===== src/rtl/bcd_display_n.sv =====
// Multi-digit BCD seven-segment driver: load/increment value register, per-digit
// invalid flags with blinking "E". Optional leading-zero blanking via BCD_LZ_BLANK_EN.
module bcd_display_n #(
  parameter int DIGITS    = 2,
  parameter int BLINK_DIV = 25000000
) (
  input  logic                  CLOCK_50,
  input  logic                  reset,
  input  logic [4*DIGITS-1:0]   bcd,
  input  logic                  load,
  input  logic                  inc,
  input  logic                  clr,
  output logic [7*DIGITS-1:0]   HEX,
  output logic [DIGITS-1:0]     err,
  output logic                  err_sticky,
  output logic                  wrap
);

  localparam int CW = $clog2(BLINK_DIV);
  localparam logic [CW-1:0] CNT_LAST = CW'(BLINK_DIV - 1);

`ifdef BCD_LZ_BLANK_EN
  localparam bit LZ_EN = 1'b1;
`else
  localparam bit LZ_EN = 1'b0;
`endif

  localparam logic [6:0] SEG_E     = 7'b0110000;
  localparam logic [6:0] SEG_BLANK = 7'b1111111;

  logic [4*DIGITS-1:0] r_value;
  logic                r_err_sticky;
  logic                r_wrap;
  logic [CW-1:0]       r_cnt;
  logic                r_ph;

  logic [4*DIGITS-1:0] w_inc_value;
  logic                w_roll;
  logic [7*DIGITS-1:0] w_hex;

  function automatic logic [6:0] seg7(input logic [3:0] d);
    case (d)
      4'd0:    seg7 = 7'b0000001;
      4'd1:    seg7 = 7'b1001111;
      4'd2:    seg7 = 7'b0010010;
      4'd3:    seg7 = 7'b0000110;
      4'd4:    seg7 = 7'b1001100;
      4'd5:    seg7 = 7'b0100100;
      4'd6:    seg7 = 7'b0100000;
      4'd7:    seg7 = 7'b0001111;
      4'd8:    seg7 = 7'b0000000;
      4'd9:    seg7 = 7'b0000100;
      default: seg7 = SEG_BLANK;
    endcase
  endfunction

  // Decimal ripple increment; the carry out of the top digit marks an all-nines roll.
  always_comb begin
    logic c;
    c           = 1'b1;
    w_inc_value = r_value;
    for (int i = 0; i < DIGITS; i++) begin
      if (c) begin
        if (r_value[4*i +: 4] == 4'd9) begin
          w_inc_value[4*i +: 4] = 4'd0;
        end else begin
          w_inc_value[4*i +: 4] = r_value[4*i +: 4] + 4'd1;
          c = 1'b0;
        end
      end
    end
    w_roll = c;
  end

  always_comb begin
    err = '0;
    for (int i = 0; i < DIGITS; i++) begin
      err[i] = (r_value[4*i +: 4] > 4'd9);
    end
  end

  // Scan from the top digit down; any shown digit (valid or invalid) ends blanking.
  always_comb begin
    logic       lz;
    logic [3:0] d;
    lz    = 1'b1;
    d     = 4'd0;
    w_hex = '1;
    for (int i = DIGITS - 1; i >= 0; i--) begin
      d = r_value[4*i +: 4];
      if (d > 4'd9) begin
        w_hex[7*i +: 7] = r_ph ? SEG_BLANK : SEG_E;
        lz = 1'b0;
      end else if (LZ_EN && lz && (d == 4'd0) && (i != 0)) begin
        w_hex[7*i +: 7] = SEG_BLANK;
      end else begin
        w_hex[7*i +: 7] = seg7(d);
        lz = 1'b0;
      end
    end
  end

  always_ff @(posedge CLOCK_50) begin
    if (reset) begin
      r_value      <= '0;
      r_err_sticky <= 1'b0;
      r_wrap       <= 1'b0;
      r_cnt        <= '0;
      r_ph         <= 1'b0;
    end else begin
      r_wrap <= 1'b0;
      if (load) begin
        r_value <= bcd;
      end else if (inc && (err == '0)) begin
        r_value <= w_inc_value;
        r_wrap  <= w_roll;
      end

      if (err != '0) begin
        r_err_sticky <= 1'b1;
      end else if (clr) begin
        r_err_sticky <= 1'b0;
      end

      if (r_cnt == CNT_LAST) begin
        r_cnt <= '0;
        r_ph  <= ~r_ph;
      end else begin
        r_cnt <= r_cnt + CW'(1);
      end
    end
  end

  assign HEX        = w_hex;
  assign err_sticky = r_err_sticky;
  assign wrap       = r_wrap;

endmodule


===== config.mk =====
export PLATFORM = sky130hd
export DESIGN_NAME = bcd_display_n
export DESIGN_NICKNAME = d
export VERILOG_FILES = /design/src/rtl/bcd_display_n.sv
export SDC_FILE = /design/constraint.sdc
export NUM_CORES = 1
export LEC_CHECK = 0
export ABC_AREA = 1
export BUFFER_PORTS_ARGS = -buffer_cell sky130_fd_sc_hd__buf_4
export CAP_MARGIN = 40
export CORE_MARGIN = 5
export CORE_UTILIZATION = 30
export DETAILED_ROUTE_END_ITERATION = 10
export GPL_TIMING_DRIVEN = 0
export HOLD_SLACK_MARGIN = 0.06
export PLACE_DENSITY = 0.55
export SKIP_LAST_GASP = 1
export SYNTH_ARGS = -nofsm -noshare
export SYNTH_HDL_FRONTEND = slang
export SYNTH_SLANG_ARGS = --single-unit

===== constraint.sdc =====
create_clock -name CLOCK_50 -period 2.4 [get_ports CLOCK_50]
set_input_delay 0.72 -clock CLOCK_50 [delete_from_list [all_inputs] [get_ports CLOCK_50]]
set_output_delay 0.72 -clock CLOCK_50 [all_outputs]
set_load 0.005 [all_outputs]

Yosys cells after proc, flatten, opt, wreduce, memory -nomap -nowiden
Memories as Yosys holds them, arrays and structs flattened. A register that Yosys moved wholly into a read port is not among the register bits.
Cells that the tools add are included.
{ "classes": {"order_cmp": 2, "eq_ne": 3, "n_reduce_logical": 9, "mux": 16, "add_sub_neg": 3, "bitwise": 3} }
{ "ops": {"columns": ["operator", "count"], "rows": [
  ["2-to-1 mux 4 bit", 7],
  ["adder 25 x 1 -> 25 bit, second input constant", 1],
  ["== test 25 bit, second input constant", 1],
  ["2-to-1 mux 7 bit", 3],
  ["2-to-1 mux 8 bit", 2],
  ["adder 4 x 1 -> 4 bit, second input constant", 2],
  ["== test 4 bit, second input constant", 2],
  ["greater-than comparator 4 bit, second input constant", 2],
  ["nonzero test 2 bit", 4],
  ["2-to-1 mux 1 bit", 4],
  ["OR reduction 4 bit", 1],
  ["inverter 1 bit", 3],
  ["zero test 2 bit", 1],
  ["AND reduction 2 bit", 1],
  ["OR reduction 2 bit", 1],
  ["logical AND 1 bit", 1]
]} }
{ "word_totals": {"mem_count": 2, "rom_bits": 224, "out_inout_bits": 18, "reg_bits": 36, "wordCells": 44, "in_bits": 13} }
{ "memory_table": {"columns": ["name", "words", "width", "rd", "rd_ports_with_merged_regs", "write_ports", "line_no", "source"], "rows": [
  ["(name not given)", 16, 7, 1, 1, 0, "42", "case (d)"],
  ["(name not given)", 16, 7, 1, 1, 0, "42", null]
]} }

Logic depth before layout (Yosys ltp)
Gate-level depths: netlist of the first run.
{ "depth": {"depth_word": 7, "ltp_mapped": 14, "ltp_nobuf": 14} }

Least setup slack after synthesis of the first run
Ideal clock, no wire load.
{ "synth_path": {"path_type": "in2reg", "start": "in reset", "end": "reg with a tool-made name", "setup_time_ps": 114, "required_ps": 2286, "stages": 9, "slack_ps": 270, "n_path_buf": 1, "t_arrival_ps": 2017, "path_cell_list": "clkinv_1 -> clkbuf_1 -> nand3_1 -> inv_1 -> ha_1 -> inv_1 -> nand4_1 -> nand3_1 -> nand2_1"} }
{ "synth_lines": {"columns": ["element", "line_no", "source"], "rows": [
  ["from (decl)", "8", "input logic reset,"]
]} }

Final worst setup path of the first run
{ "layout_path": {"start": "reg r_value[1]", "end": "out HEX[5]"} }
{ "layout_via": {"elab_chain_len": 2} }
{ "layout_rtl": {"columns": ["element", "line_no", "source"], "rows": [
  ["from (decl)", "31", "logic [4*DIGITS-1:0] r_value;"],
  ["from (signal assigned)", "115", "r_value <= w_inc_value;"],
  ["greater-than comparator 4 bit", "91", "if (d > 4'd9) begin"],
  ["2-to-1 mux 7 bit", "91", null],
  ["to (decl)", "13", "output logic [7*DIGITS-1:0] HEX,"]
]} }
Every way passes these cells.

==> impl_metrics.toml, run 1 <==
[outcome]
status = "finished clean"

[cells_and_area]
antenna_cells = 0
fill_cells = 1085
finalNetCount = 483
final_common_cell = "nand2_1"
syn2layout_area_growth_pct = 17.2
final_cell_mix = "nand2_1, inv_1, dfxtp_1"
postLayoutCellArea_um2 = 3430
drive_gt1_frac = 0.187
stdcell_count = 592

[critical_path]
end_kind = "output port"
start_kind = "register"
cp_max_fo = 8
arrival_ns = 1.55
r2r_cells = 10
cp_data_required_time_ns = 1.68
path_class = "reg2out"

[timing]
fin_tns_setup_ns = 0
final_hold_viol_count = 0
clock.fmax_mhz = 441
rsz0062_at_grt = "no"
tightest_slew_ns = 0.481
skew_ns = 0.00873
relSlewSlack = 0.677
fin_crit_sh = 0.944
fin_crit_ns = 2.27
setup_viol = 0
hold_ws_ns = 0.487
drv_slew = 0

[clocking]
root_buffer = "clkbuf_8"
cts_setup_buffers = 0
cts_tree = "yes"
cts.clk_slew.worst_paths_ns = 0.09
numCtsBuffers = 5
ctsLongestPathBuffers = 2
ctsHoldBuffers = 0
cts_sinks = 50
htree_levels = 2
clkLatencyLatePin_ns = 0.30

[synth]
syn_area_per_cell_um2 = 6.96
yosysSeqAreaShare = 0.342
synth_top_area_frac = 0.342
synth_fp_nets = 446
ys_top_cells_by_area = "dfxtp_1, nand2_1, inv_1"
synthCells = 421
ys_ff_latch = 50
ys_types = 36
yosys.area.top_type = "dfxtp_1"
syn_area_um2 = 2930
ys_warn_count = 0

[drt]
drcViolationCount = 0
dr_total_vias = 2584
via_per_inst = 4.36
drt-wirelength-per-cell_um = 10.4
finalWirelength_mm = 6.18
ant_nets = 0
first_pass_iters = 4
first_iter_violations = 85

[power_and_ir_drop]
combinationalPowerShare = 0.201
internal-power_mw = 1.37
p_switching_mw = 0.534
swShare = 0.281
p_leak_nw = 1.66
power_mw = 1.90
seqPwrFrac = 0.483
ir_drop_mv = 0.263
power_density_nw_per_um2 = 554
clkPwrFrac = 0.316

[die]
dieArea_um2 = 11800
die_h_um = 109
io_pins = 31
die_w_um = 109
core-area_um2 = 9640
placementRows = 36
start_util = 0.304

[worst_hold_path]
min_path_type = "reg2reg"
holdPathStages = 1

[global_route]
overflow = 0
antenna_found_initial = 0
track_usage = 0.110
first_global_vias = 2397
grt_pass1_wl_mm = 10.7
grt_max_degree = 16

[placed_design]
io_buffers = 30
place_inst = 584
globalplace.congestion = 0.866
dp_hpwl_mm = 4.97
dpl-instance-area_um2 = 3320

[run]
drv_cap = 0
==> power by group through the flow <==
| stage | clock network, mW | logic [mW] | registers [mW] |
|---|---|---|---|
| final | 0.600 | 0.382 | 0.919 |
| after global routing | 0.653 | 0.435 | 0.928 |
| after CTS | 0.622 | 0.389 | 0.920 |
| after detailed placement | 0 | 0.388 | 0.940 |
| after global placement | 0 | 0.385 | 0.939 |
| after floorplan | 0 | 0.255 | 0.932 |
==> kinds of logic after synthesis <==
family | after synthesis | synth area share
adder cells (fa/ha/maj) | 12 | 0.0513
AO/OA/AOI/OAI | 25 | 0.0551
flip-flops | 50 | 0.342
XOR/XNOR | 6 | 0.0179
AND/OR/NAND/NOR | 261 | 0.444
buffers and inverters | 67 | 0.0901
==> metrics by stage <==
stage	util	worst slack [ns]
after floorplan	-	0.270
after global placement	0.344	-0.226
after detailed placement	0.344	-0.240
after CTS	0.356	0.105
after global routing	0.356	0.0309
final	0.356	0.133
==> layer usage <==
layer  share of wire  GRT usage
met5               0          0
met4          0.0076     0.0261
met3           0.025     0.0225
met2            0.49      0.194
met1            0.48      0.137
==> cell type report <==
cell class	count	area, µm²	share of cell area
flip-flops and latches	50	1000	0.292
well taps	133	166	0.0485
clock buffers	6	72.6	0.0211
plain buffers	4	25.0	0.00729
repair buffers	30	225	0.0656
multi-input cells	304	1660	0.485
clock inverters	2	37.5	0.0109
inverters	63	240	0.0700
==> cell usage after synthesis <==
master	instances
nand4_1	13
nand2_1	124
xnor2_1	2
nor2_1	35
o211ai_1	1
a21oi_1	12
clkinv_1	1
nand2_4	7
o21ai_0	6
nand3_2	2
or2_0	1
nor4_1	3
nand3_4	4
nand2_8	1
inv_4	1
buf_2	1
o21ai_2	2
a31oi_1	1
o31ai_1	1
buf_4	2
ha_1	12
nand3_1	35
nand2_2	8
clkinv_2	1
clkbuf_1	1
or2_2	9
xor2_1	4
dfxtp_1	50
nor2_4	1
inv_2	3
inv_1	57
nor3_1	9
nor3_2	2
o21ai_4	2
nor3b_1	5
nor2_2	2
==> repair_timing <==
| item | 4_1_cts | 5_1_grt |
|---|---|---|
| endpoints found under the hold margin | 0 | 0 |
| setup endpoints to repair | 0 | 2 |
| gates resized for setup | 0 | 2 |
==> path summary, 6_finish.rpt <==
kind	startpoint	to	slack, ns
setup reg to reg	r_value[1]	register	0.32
hold reg to reg	r_cnt[0]	r_cnt[0]	0.49
setup / recovery	r_value[1]	HEX[5]	0.13
hold / removal	r_cnt[0]	r_cnt[0]	0.49
==> worst max-delay path, stage by stage (launching register included) <==
cell,delay (ns)
dfxtp_1,0.39
o21ai_4,0.31
inv_1,0.12
or2_2,0.29
buf_4,0.14
Note: power is estimated with default switching activity, not from simulation.
==> run 2: changes to the inputs <==
--- a/config.mk
+++ b/config.mk
@@ -9,11 +9,11 @@
 export BUFFER_PORTS_ARGS = -buffer_cell sky130_fd_sc_hd__buf_4
 export CAP_MARGIN = 40
 export CORE_MARGIN = 5
-export CORE_UTILIZATION = 30
+export CORE_UTILIZATION = 57
 export DETAILED_ROUTE_END_ITERATION = 10
 export GPL_TIMING_DRIVEN = 0
 export HOLD_SLACK_MARGIN = 0.06
-export PLACE_DENSITY = 0.55
+export PLACE_DENSITY = 0.87
 export SKIP_LAST_GASP = 1
 export SYNTH_ARGS = -nofsm -noshare
 export SYNTH_HDL_FRONTEND = slang
==> run 2 against run 1 <==
Global-route usage increased by 8.6 points. Sequential share of layout area increased by 0.80 points. Clock skew increased by 0.0011 ns. Total power decreased by 3.6%. Clock power decreased by 13%. Sequential power about the same. Design area decreased by 2.7%. Largest power group unchanged.
==> impl_metrics.toml, run 2 (synthesis gave the netlist of run 1 again) <==
[cells_and_area]
final_cell_mix = "nand2_1, inv_1, dfxtp_1"
antenna_cells = 0
finalNetCount = 483
syn2layout_area_growth_pct = 14.1
drive_gt1_frac = 0.187
final_common_cell = "nand2_1"

[timing]
clock.fmax_mhz = 438
rsz0062_at_grt = "no"
drv_slew = 0
relSlewSlack = 0.689
fin_crit_ns = 2.28
skew_ns = 0.00987
fin_crit_sh = 0.951
final_hold_viol_count = 0
hold_ws_ns = 0.483
fin_tns_setup_ns = 0
setup_viol = 0
tightest_slew_ns = 0.464

[die]
io_pins = 31
placementRows = 26
die_w_um = 81.7
die_h_um = 81.7
start_util = 0.581
core-area_um2 = 5040
dieArea_um2 = 6670

[critical_path]
start_kind = "primary input"
cp_data_required_time_ns = 2.61
path_class = "in2reg"
cp_max_fo = 10
crit_start = "reset"
reg2reg_from = "r_value[2]"
arrival_ns = 2.49
end_kind = "register"

[global_route]
top_usage_layer = "met2"
first_global_vias = 2466
use_met1 = 0.234
grt_max_degree = 17
use_met3 = 0.0318
grt_pass1_wl_mm = 10.5
overflow = 0
track_usage = 0.196
antenna_found_initial = 0
met2_usage = 0.355

[outcome]
status = "finished clean"

[run]
drv_cap = 0

[clocking]
cts_sinks = 50
cts.repair.resized = 0
clkLatencyLatePin_ns = 0.31
ctsLongestPathBuffers = 2
root_buffer = "clkbuf_8"
numCtsBuffers = 5
cts_setup_buffers = 0
ctsHoldBuffers = 0
cts_tree = "yes"
htree_levels = 2
cts.clk_slew.worst_paths_ns = 0.09

[drt]
first_iter_violations = 184
via_per_inst = 5.11
first_pass_iters = 4
drt-wirelength-per-cell_um = 11.4
ant_nets = 0
finalWirelength_mm = 6.03
drcViolationCount = 0
dr_total_vias = 2703

[placed_design]
globalplace.congestion = 0.917
dp_hpwl_mm = 4.77
io_buffers = 30

[worst_hold_path]
min_path_type = "reg2reg"
min_from = "r_cnt[0]"

[power_and_ir_drop]
power_density_nw_per_um2 = 549
ir_drop_mv = 0.282
power_mw = 1.83
p_leak_nw = 1.66
## run 2: cell count changes in the layout (fill, tap and decap cells not counted)
cell	previous run	this run
clkbuf_2	1	0
clkbuf_8	5	6
bufinv_16	1	0
inv_6	0	1
## run 2: critical path: stages
cell and delay, ns:
buf_4 0.11, clkinv_1 0.26, clkbuf_1 0.40, nand3_1 0.31
ha_1 0.37, nand4_1 0.14, nand3_1 0.12, nand2_1 0.06
## run 2: final cells by class
cell class	instances	area, µm²
clock buffer	6	82.6
inverter	63	240
multi-input combinational	304	1660
fill	426	1700
clock inverter	2	16.3
buffer	4	23.8
tap	70	87.6
timing repair buffer	30	225
sequential	50	1000
## run 2: per-stage QoR
stage	instance area [µm²]	worst slack, ns	utilization	std cells
floorplan	2930	0.270	-	421
global placement	3240	-0.115	0.643	521
detailed placement	3240	-0.212	0.643	521
CTS	3340	0.0974	0.663	529
global route	3340	0.0194	0.663	529
finish	3340	0.116	0.663	529
## run 2: report_power, final
part	leakage (nW)	total [mW]	internal (mW)	switching (mW)
registers	0.409	0.921	0.887	0.0344
logic	1.20	0.388	0.170	0.218
clock network	0.0478	0.524	0.238	0.286
## run 2: final timing paths
check	end	slack, ns	depth (start not counted)
hold / removal	r_cnt[0]	0.48	1
setup / recovery	register	0.12	8
hold reg to reg	r_cnt[0]	0.48	1
setup reg to reg	register	0.29	10
## run 2: layer usage
metal / up-vias / part of all wire / wire length [µm]
met5: - / 0 / 0
met4: 0 / 0.018 / 108
met3: 15 / 0.048 / 289
met2: 59 / 0.50 / 3040
met1: 1220 / 0.43 / 2590
li1: 1409 / - / -
